$ cat src/rtl/can_filter_bank.sv
// CAN acceptance filter bank: NUM_FILTERS code/mask filters feeding an accepted-frame FIFO.
// Optional feature macro CAN_FILTER_HIT_CNT_EN adds per-filter saturating hit counters.
module can_filter_bank #(
  parameter int  NUM_FILTERS = 8,
  parameter int  FIFO_DEPTH  = 4,
  parameter int  CNT_W       = 16,
  localparam int IDX_W       = (NUM_FILTERS > 1) ? $clog2(NUM_FILTERS) : 1
) (
  input  logic             clk,
  input  logic             rst_n,
  input  logic [28:0]      id_in,
  input  logic             ide_in,
  input  logic             id_valid_in,
  input  logic             cfg_we,
  input  logic [IDX_W-1:0] cfg_idx,
  input  logic [28:0]      cfg_code,
  input  logic [28:0]      cfg_mask,
  input  logic             cfg_en,
  input  logic             cfg_ide,
  output logic             out_valid,
  input  logic             out_ready,
  output logic [28:0]      out_id,
  output logic             out_ide,
  output logic [IDX_W-1:0] out_hit,
  output logic [CNT_W-1:0] drop_cnt,
  input  logic [IDX_W-1:0] cnt_idx,
  output logic [CNT_W-1:0] cnt_data
);

  localparam int PTR_W = $clog2(FIFO_DEPTH);

  function automatic logic [CNT_W-1:0] sat_inc(input logic [CNT_W-1:0] v);
    return (&v) ? v : v + CNT_W'(1);
  endfunction

  // Filter configuration registers
  logic [28:0]            code_r [NUM_FILTERS];
  logic [28:0]            mask_r [NUM_FILTERS];
  logic [NUM_FILTERS-1:0] en_r;
  logic [NUM_FILTERS-1:0] ide_r;
  logic                   cfg_in_range;

  assign cfg_in_range = (32'(cfg_idx) < NUM_FILTERS);

  always_ff @(posedge clk or negedge rst_n) begin
    if (!rst_n) begin
      en_r  <= '0;
      ide_r <= '0;
      for (int i = 0; i < NUM_FILTERS; i++) begin
        code_r[i] <= '0;
        mask_r[i] <= '0;
      end
    end else if (cfg_we && cfg_in_range) begin
      en_r[cfg_idx]   <= cfg_en;
      ide_r[cfg_idx]  <= cfg_ide;
      code_r[cfg_idx] <= cfg_code;
      mask_r[cfg_idx] <= cfg_mask;
    end
  end

  // Stage p0: compare incoming ID against every filter, lowest index wins
  logic [28:0]            id_p0;
  logic [NUM_FILTERS-1:0] match_p0;
  logic                   match_any_p0;
  logic [IDX_W-1:0]       match_idx_p0;
  logic                   vld_p0;

  assign id_p0 = ide_in ? id_in : {18'b0, id_in[10:0]};

  always_comb begin
    match_p0 = '0;
    for (int i = 0; i < NUM_FILTERS; i++) begin
      match_p0[i] = en_r[i] && (ide_r[i] == ide_in) &&
                    ((id_p0 & mask_r[i]) == (code_r[i] & mask_r[i]));
    end
  end

  always_comb begin
    match_any_p0 = 1'b0;
    match_idx_p0 = '0;
    for (int i = NUM_FILTERS - 1; i >= 0; i--) begin
      if (match_p0[i]) begin
        match_any_p0 = 1'b1;
        match_idx_p0 = IDX_W'(i);
      end
    end
  end

  assign vld_p0 = id_valid_in && match_any_p0;

  // Stage p1: registered match result, written to the FIFO at the end of this cycle
  logic             vld_p1;
  logic [28:0]      id_p1;
  logic             ide_p1;
  logic [IDX_W-1:0] hit_p1;

  always_ff @(posedge clk or negedge rst_n) begin
    if (!rst_n) vld_p1 <= 1'b0;
    else        vld_p1 <= vld_p0;
  end

  always_ff @(posedge clk) begin
    if (vld_p0) begin
      id_p1  <= id_p0;
      ide_p1 <= ide_in;
      hit_p1 <= match_idx_p0;
    end
  end

  // Accepted-frame FIFO
  logic [28:0]      fifo_id  [FIFO_DEPTH];
  logic             fifo_ide [FIFO_DEPTH];
  logic [IDX_W-1:0] fifo_hit [FIFO_DEPTH];
  logic [PTR_W-1:0] wr_ptr;
  logic [PTR_W-1:0] rd_ptr;
  logic [PTR_W:0]   count;
  logic             empty;
  logic             full;
  logic             pop;
  logic             push_ok;
  logic             push_drop;

  assign empty     = (count == '0);
  assign full      = (count == (PTR_W+1)'(FIFO_DEPTH));
  assign pop       = !empty && out_ready;
  // A pop in the same cycle frees the slot, so a full FIFO can still take the write.
  assign push_ok   = vld_p1 && (!full || pop);
  assign push_drop = vld_p1 && full && !pop;

  always_ff @(posedge clk or negedge rst_n) begin
    if (!rst_n) begin
      wr_ptr   <= '0;
      rd_ptr   <= '0;
      count    <= '0;
      drop_cnt <= '0;
    end else begin
      if (push_ok) wr_ptr <= wr_ptr + PTR_W'(1);
      if (pop)     rd_ptr <= rd_ptr + PTR_W'(1);
      case ({push_ok, pop})
        2'b10:   count <= count + (PTR_W+1)'(1);
        2'b01:   count <= count - (PTR_W+1)'(1);
        default: count <= count;
      endcase
      if (push_drop) drop_cnt <= sat_inc(drop_cnt);
    end
  end

  always_ff @(posedge clk) begin
    if (push_ok) begin
      fifo_id[wr_ptr]  <= id_p1;
      fifo_ide[wr_ptr] <= ide_p1;
      fifo_hit[wr_ptr] <= hit_p1;
    end
  end

  assign out_valid = !empty;
  assign out_id    = empty ? '0 : fifo_id[rd_ptr];
  assign out_ide   = empty ? 1'b0 : fifo_ide[rd_ptr];
  assign out_hit   = empty ? '0 : fifo_hit[rd_ptr];

`ifdef CAN_FILTER_HIT_CNT_EN
  logic [CNT_W-1:0] hit_cnt [NUM_FILTERS];

  always_ff @(posedge clk or negedge rst_n) begin
    if (!rst_n) begin
      for (int i = 0; i < NUM_FILTERS; i++) hit_cnt[i] <= '0;
    end else if (push_ok) begin
      hit_cnt[hit_p1] <= sat_inc(hit_cnt[hit_p1]);
    end
  end

  assign cnt_data = (32'(cnt_idx) < NUM_FILTERS) ? hit_cnt[cnt_idx] : '0;
`else
  logic unused_cnt_idx;
  assign unused_cnt_idx = ^cnt_idx;
  assign cnt_data       = '0;
`endif

endmodule

$ cat config.mk
export PLATFORM = sky130hd
export DESIGN_NAME = can_filter_bank
export DESIGN_NICKNAME = d
export VERILOG_FILES = /design/src/rtl/can_filter_bank.sv
export SDC_FILE = /design/constraint.sdc
export NUM_CORES = 1
export LEC_CHECK = 0
export CAP_MARGIN = 10
export CORE_MARGIN = 3
export CORE_UTILIZATION = 32
export CTS_BUF_LIST = sky130_fd_sc_hd__clkbuf_8
export CTS_CLUSTER_SIZE = 30
export DETAILED_ROUTE_END_ITERATION = 16
export GPL_TIMING_DRIVEN = 0
export PLACE_DENSITY = 0.57
export SETUP_SLACK_MARGIN = 0.1
export SYNTH_ARGS = -nofsm -noshare
export SYNTH_HDL_FRONTEND = slang
export SYNTH_SLANG_ARGS = --single-unit
$ cat constraint.sdc
create_clock -name clk -period 4.1 [get_ports clk]
set_clock_uncertainty 0.15 [all_clocks]
set_input_delay 1.23 -clock clk [delete_from_list [all_inputs] [get_ports clk]]
set_output_delay 1.23 -clock clk [all_outputs]
set_load 0.02 [all_outputs]
## Word-level counts from Yosys, hierarchy flattened

Memories as Yosys holds them, arrays and structs flattened.
Cells that the tools add are included.

- Bits in registers: 537
- RAM bits: 132
- Input bits: 101
- Memories kept: 3

Memory list:

| name | words | width | read ports | clocked after memory_dff | wr ports | line | RTL |
|---|---|---|---|---|---|---|---|
| fifo_id | 4 | 29 | 1 | 0 | 1 | 111 | `logic [28:0] fifo_id [FIFO_DEPTH];` |
| fifo_hit | 4 | 3 | 1 | 0 | 1 | 113 | `logic [IDX_W-1:0] fifo_hit [FIFO_DEPTH];` |
| fifo_ide | 4 | 1 | 1 | 0 | 1 | 112 | `logic fifo_ide [FIFO_DEPTH];` |

- Add/sub/neg operators: 5
- $lt $le $gt $ge: 4
- Eq/ne operators: 19
- Mux-type cells: 30
- Bitwise operators: 18
- Reductions and logical operators: 33

Operators by type and width:

| operator | count |
|---|---|
| bitwise AND 29 bit | 16 |
| bitwise mux 232 bit | 2 |
| == test 29 bit | 8 |
| demux 29 bit (select 3 bit) | 1 |
| two-way mux 29 bit | 3 |
| logical AND 1 bit | 23 |
| adder 16 x 1 -> 16 bit, second input constant | 1 |
| bitwise mux 8 bit | 2 |
| AND reduction 16 bit | 1 |
| two-way mux 3 bit | 5 |
| two-way mux 1 bit | 13 |
| == test 1 bit | 8 |
| case mux 3 bit (2 select lines) | 1 |
| adder 2 x 1 -> 2 bit, second input constant | 2 |
| greater-or-equal comparator 4 bit, second input constant | 1 |
| less-than comparator 3 x 4 -> 1 bit, second input constant | 1 |
| less-than comparator 4 x 1 -> 1 bit, second input constant | 1 |
| two-way mux 2 bit | 2 |
| inverter 3 -> 4 bit | 1 |
| OR reduction 4 bit | 1 |
| adder 3 x 1 -> 3 bit, second input constant | 1 |
| demux 1 bit (select 3 bit) | 1 |
| == test 3 bit, second input constant | 1 |
| greater-or-equal comparator 3 x 1 -> 1 bit, second input constant | 1 |
| other kinds (10) | 12 |

## Longest topological paths before layout

- Depth after elaboration: 13
- Mapped depth: 12
- Depth with buffers taken out: 9

## Least setup slack after synthesis

Ideal clock, no wire load.

- Path kind: input -> register
- From: in ide_in
- To: reg hit_p1[0] (enable)
- Setup time: 396 ps
- Arrival: 3983 ps
- Setup slack: -429 ps
- Stages: 10
- Buffers on the path: 2
- Cell sequence: buf_6 and2_4 buf_6 xor2_1 a22oi_2 nand2_1 or4_4 or4_4 nand4_2 o31a_1

- Word-level cells in the longest chain between the ends: 13

RTL lines:

| what | line | RTL |
|---|---|---|
| from (decl) | 12 | `input logic ide_in,` |
| two-way mux 29 bit (*) | 68 | `assign id_p0 = ide_in ? id_in : {18'b0, id_in[10:0]};` |
| net id_p0[11] | 62 | `logic [28:0] id_p0;` |
| bitwise AND 29 bit | 74 | `((id_p0 & mask_r[i]) == (code_r[i] & mask_r[i]));` |
| == test 29 bit | 74 |  |
| logical AND 1 bit | 73 | `match_p0[i] = en_r[i] && (ide_r[i] == ide_in) &&` |
| two-way mux 1 bit (7 in a row) | 82 | `if (match_p0[i]) begin` |
| two-way mux 1 bit (*) | 82 |  |
| logical AND 1 bit (*) | 89 | `assign vld_p0 = id_valid_in && match_any_p0;` |
| net vld_p0 | 66 | `logic vld_p0;` |
| to (signal assigned) | 106 | `hit_p1 <= match_idx_p0;` |
| to (decl) | 95 | `logic [IDX_W-1:0] hit_p1;` |

Mark *: on every way through the listed nets, which the timed path passes. The rest lies on a longest branch.
A chain may end at the register's enable or synchronous reset.

## Worst setup path in the final report

- From: in id_in[12]
- To: reg hit_p1[1] (enable)

- Word-level cells in the longest chain between the ends: 13

RTL lines:

| what | line | RTL |
|---|---|---|
| from (decl) | 11 | `input logic [28:0] id_in,` |
| two-way mux 29 bit (*) | 68 |  |
| net id_p0[12] | 62 |  |
| bitwise AND 29 bit | 74 |  |
| == test 29 bit | 74 |  |
| logical AND 1 bit | 73 |  |
| two-way mux 1 bit (7 in a row) | 82 |  |
| two-way mux 1 bit (*) | 82 |  |
| logical AND 1 bit (*) | 89 |  |

Marks and branches as above.

==> key figures <==
Hold path
  • Hold Path Class: in -> async

Logic synthesis
  • Seq/Total Area, Yosys: 60.9%
  • Synth Area per Inst: 15.1 um^2
  • YS warnings: 0
  • Synth cell types: 57
  • Post-synth EDFFs: 165
  • Main synth FF type: dfrtp_1
  • Flops & latches, synth: 669
  • Post-Syn Area: 28800 um^2
  • Asr flop ratio synth: 75.3%
  • Post-Syn Instances: 1907

Global routing
  • Total Routing Usage GR: 17.9%
  • Busiest grt layer: met2
  • Largest net degree at the start of global routing: 117
  • Met3 GRT Util: 3.51%
  • M1 GR Usage: 23.4%
  • Vias in the first global route: 18223
  • Met2 usage: 30.1%
  • Initial antenna violation count: 9
  • Overflow after GRT: 0
  • First-pass GRT wire length: 123 mm

Worst setup path
  • CP cell instances: clkdlybuf4s50_1 > and2_1 > buf_4 > xor2_1 > a22oi_1 > nand2_1 > or4_4 > or4_4 > nand4_4 > o31a_4 > buf_4
  • Crit path largest cell delay: 0.60 ns
  • Worst setup path endpoint: hit_p1[1]
  • WP data required: 4.37 ns
  • Critical path launch point type: input port
  • Critical path class: in -> reg
  • Worst reg2reg path depth: 8
  • Crit path from: id_in[12]
  • Critical Path Sink Type: register
  • Arrival @ worst endpoint: 4.22 ns
  • Reg-to-Reg End: hit_p1[1]
  • CP max-delay cell: or4_4
  • CP max FO: 9
  • R2R Setup Slk: 1.06 ns
  • Reg2reg start: code_r[143]

Run
  • Max-Cap Viols: 0

Finish
  • Area delta synth->final: 20.1%
  • Layout Utilization: 39.0%
  • FF/Latch Area: 17600 um^2
  • Multi-input combinational cell area: 10900 um^2
  • Fill count: 8410
  • Fin nets: 2309
  • Share of cells above drive strength 1: 33.6%

STA
  • RSZ-0062 raised after global routing: false
  • FMAX: 253 MHz
  • Hold Fails Final Rpt: 0
  • Final max-slew violation count: 0
  • Min Tclk post-route: 3.95 ns
  • Rel. slew slack: 13.2%
  • Worst-Margin Slew: 1.30 ns
  • Final Cycle Share: 96.3%
  • Final setup TNS: 0 ns
  • Final setup fails: 0

Run status
  • Status: finished, final reports clean

Clocking
  • Worst-Skew Late Latency: 0.73 ns
  • Clock Path Buffers: 3
  • Root buf cell: clkbuf_8
  • CTS H-Tree Depth: 3
  • Hold Buf Count CTS: 0
  • Clock slew at reported path FFs: 0.06 ns
  • CTS tree: done
  • # clock sinks: 669
  • Num CTS Buffers: 111

Drt
  • Starting DRT DRC Count: 1037
  • Vias: 17188
  • DRT Pass-1 Iters: 5
  • Final ANT Viol Nets: 0
  • Routed WL: 84.8 mm
  • Drt via density: 4.96
  • WL/cell: 24.5 um
  • DRC Markers: 0

Placed design
  • HPWL Detailed: 58.4 mm
  • RePlAce Congestion: 0.792
  • Port bufs: 143

Floorplanning
  • Starting density of the core: 32.4%
  • FP Rows: 109
  • Die Ht: 306 um
  • I/O pin total: 167
  • Core box area: 88900 um^2
  • Die width: 306 um
  • Die area: 93800 um^2

Pwr
  • PwrDens: 539 nW/um^2
  • Max IR drop VDD: 0.251 mV
  • P_leak: 14.3 nW
## state kept, by name, indices dropped and copies added, names as in the netlist, 8 cells and up
register  count
en_r          8
code_r      232
fifo_hit     12
fifo_id     116
mask_r      232
ide_r         8
drop_cnt     16
id_p1        29
## metal layers
metal  wire, um  vias to the layer above
met1      37100                     9073
met5         41                        -
met3       4410                      132
li1           -                     7529
met2      41200                      448
met4       2070                        6
## synthesized netlist by cell type, types with 5 or more instances
cell type / count / area share [%]
mux2i_1: 7 / 0.24
buf_2: 5 / 0.087
mux2_2: 478 / 19
nor2_1: 6 / 0.078
buf_1: 6 / 0.078
a22oi_1: 41 / 1.1
nand4_1: 15 / 0.33
xnor2_1: 80 / 2.4
nand2_4: 5 / 0.20
buf_4: 20 / 0.52
clkbuf_1: 71 / 0.92
mux4_2: 33 / 2.6
nand2b_1: 9 / 0.20
and4_1: 5 / 0.15
a221oi_1: 24 / 0.73
inv_1: 20 / 0.26
a2111oi_0: 9 / 0.27
nand3_1: 10 / 0.17
dfrtp_1: 504 / 44
edfxtp_1: 165 / 17
ha_1: 6 / 0.26
xor2_1: 150 / 4.6
o21ai_0: 27 / 0.47
nand2_1: 64 / 0.83
nand4b_1: 25 / 0.76
a22o_1: 24 / 0.73
and2_1: 47 / 1.0
## layout by cell type (no fill, tap or decap), drive strengths merged, types with 3 or more instances in the layout
cell type and count:
dfrtp 504, and2 48, xor2 150, nand2 73, or4 3, inv 68
mux4 33, mux2i 7, a22oi 42, and3 3, and4 5, clkbuf 202
a21boi 3, ha 6, clkinv 21, nand4 16, mux2 478, dlymetal6s2s 13
clkinvlp 5, nand4b 25, xnor2 80, conb 16, a2111oi 9, nor4 4
buf 60, a22o 24, dlygate4sd2 21, nor2 6, diode 6, nand2b 9
clkdlybuf4s50 106, o21a 3, o21ai 27, edfxtp 165, nand3 10, nor3 4
a221oi 24
## worst min-delay path by stage
stage	start	endpoint	slack [ns]	cells after the start
2_1_floorplan	count[2]	count[2]	0.30	1
3_3_place_gp	id_p1[8]	fifo_id[3][8]	0.32	0
3_5_place_dp	id_p1[14]	fifo_id[2][14]	0.33	0
4_1_cts	rst_n	drop_cnt[5]	0.1	1
5_1_grt	rst_n	drop_cnt[15]	0.13	1
6_report	rst_n	drop_cnt[5]	0.17	1
## cells by family (layout without fill, tap and decap cells)
family / Yosys count / count (layout) / synth area share [%]
flip-flops: 669 / 669 / 60.9
multiplexers: 518 / 518 / 21.5
XOR/XNOR: 230 / 230 / 6.99
AND/OR/NAND/NOR: 215 / 215 / 4.51
AO/OA/AOI/OAI: 141 / 142 / 3.74
buffers and inverters: 126 / 498 / 2.03
adder cells (fa/ha/maj): 7 / 7 / 0.330
other: 1 / 22 / 0.0130
## critical path: cells and delay by family
kind / cells / cell delay [ns]
AO/OA/AOI/OAI: 2 / 0.35
XOR/XNOR: 1 / 0.17
buffers and inverters: 3 / 0.81
AND/OR/NAND/NOR: 5 / 1.64
## repair_timing
action,CTS,global route
buffers inserted,8,2
resized for setup,99,31
endpoints found under the setup margin,71,46
gates cloned,1,0
pin swaps,4,0
## where the power goes
part / internal, mW / switching [mW]
clock: 3.02 / 2.68
sequential: 7.91 / 0.703
combinational: 2.25 / 2.12
total: 13.2 / 5.50
## through the flow
stage               hold WS (ns)  total power [mW]  std cells  setup WS (ns)  area [um^2]
global route               0.131              19.6       3461          0.107        34600
detailed placement         0.334              13.1       3244          -2.56        32100
global placement           0.315              13.0       3230         -20.46        31800
finish                     0.169              18.7       3466          0.151        34600
floorplan                  0.299              11.3       1922          0.167        28900
CTS                       0.0966              18.9       3458        -0.0655        34600
## area by class of cell
| cell class | count | area share, % |
|---|---|---|
| Antenna cell | 6 | 0.0433 |
| Buffer | 104 | 1.72 |
| Clock buffer | 131 | 5.20 |
| Clock inverter | 76 | 1.13 |
| Inverter | 20 | 0.228 |
| Multi-Input combinational cell | 1128 | 31.4 |
| Sequential cell | 669 | 50.7 |
| Tap cell | 1165 | 4.21 |
| Timing Repair Buffer | 167 | 5.32 |
No activity file was read; power rests on OpenSTA's default activity.
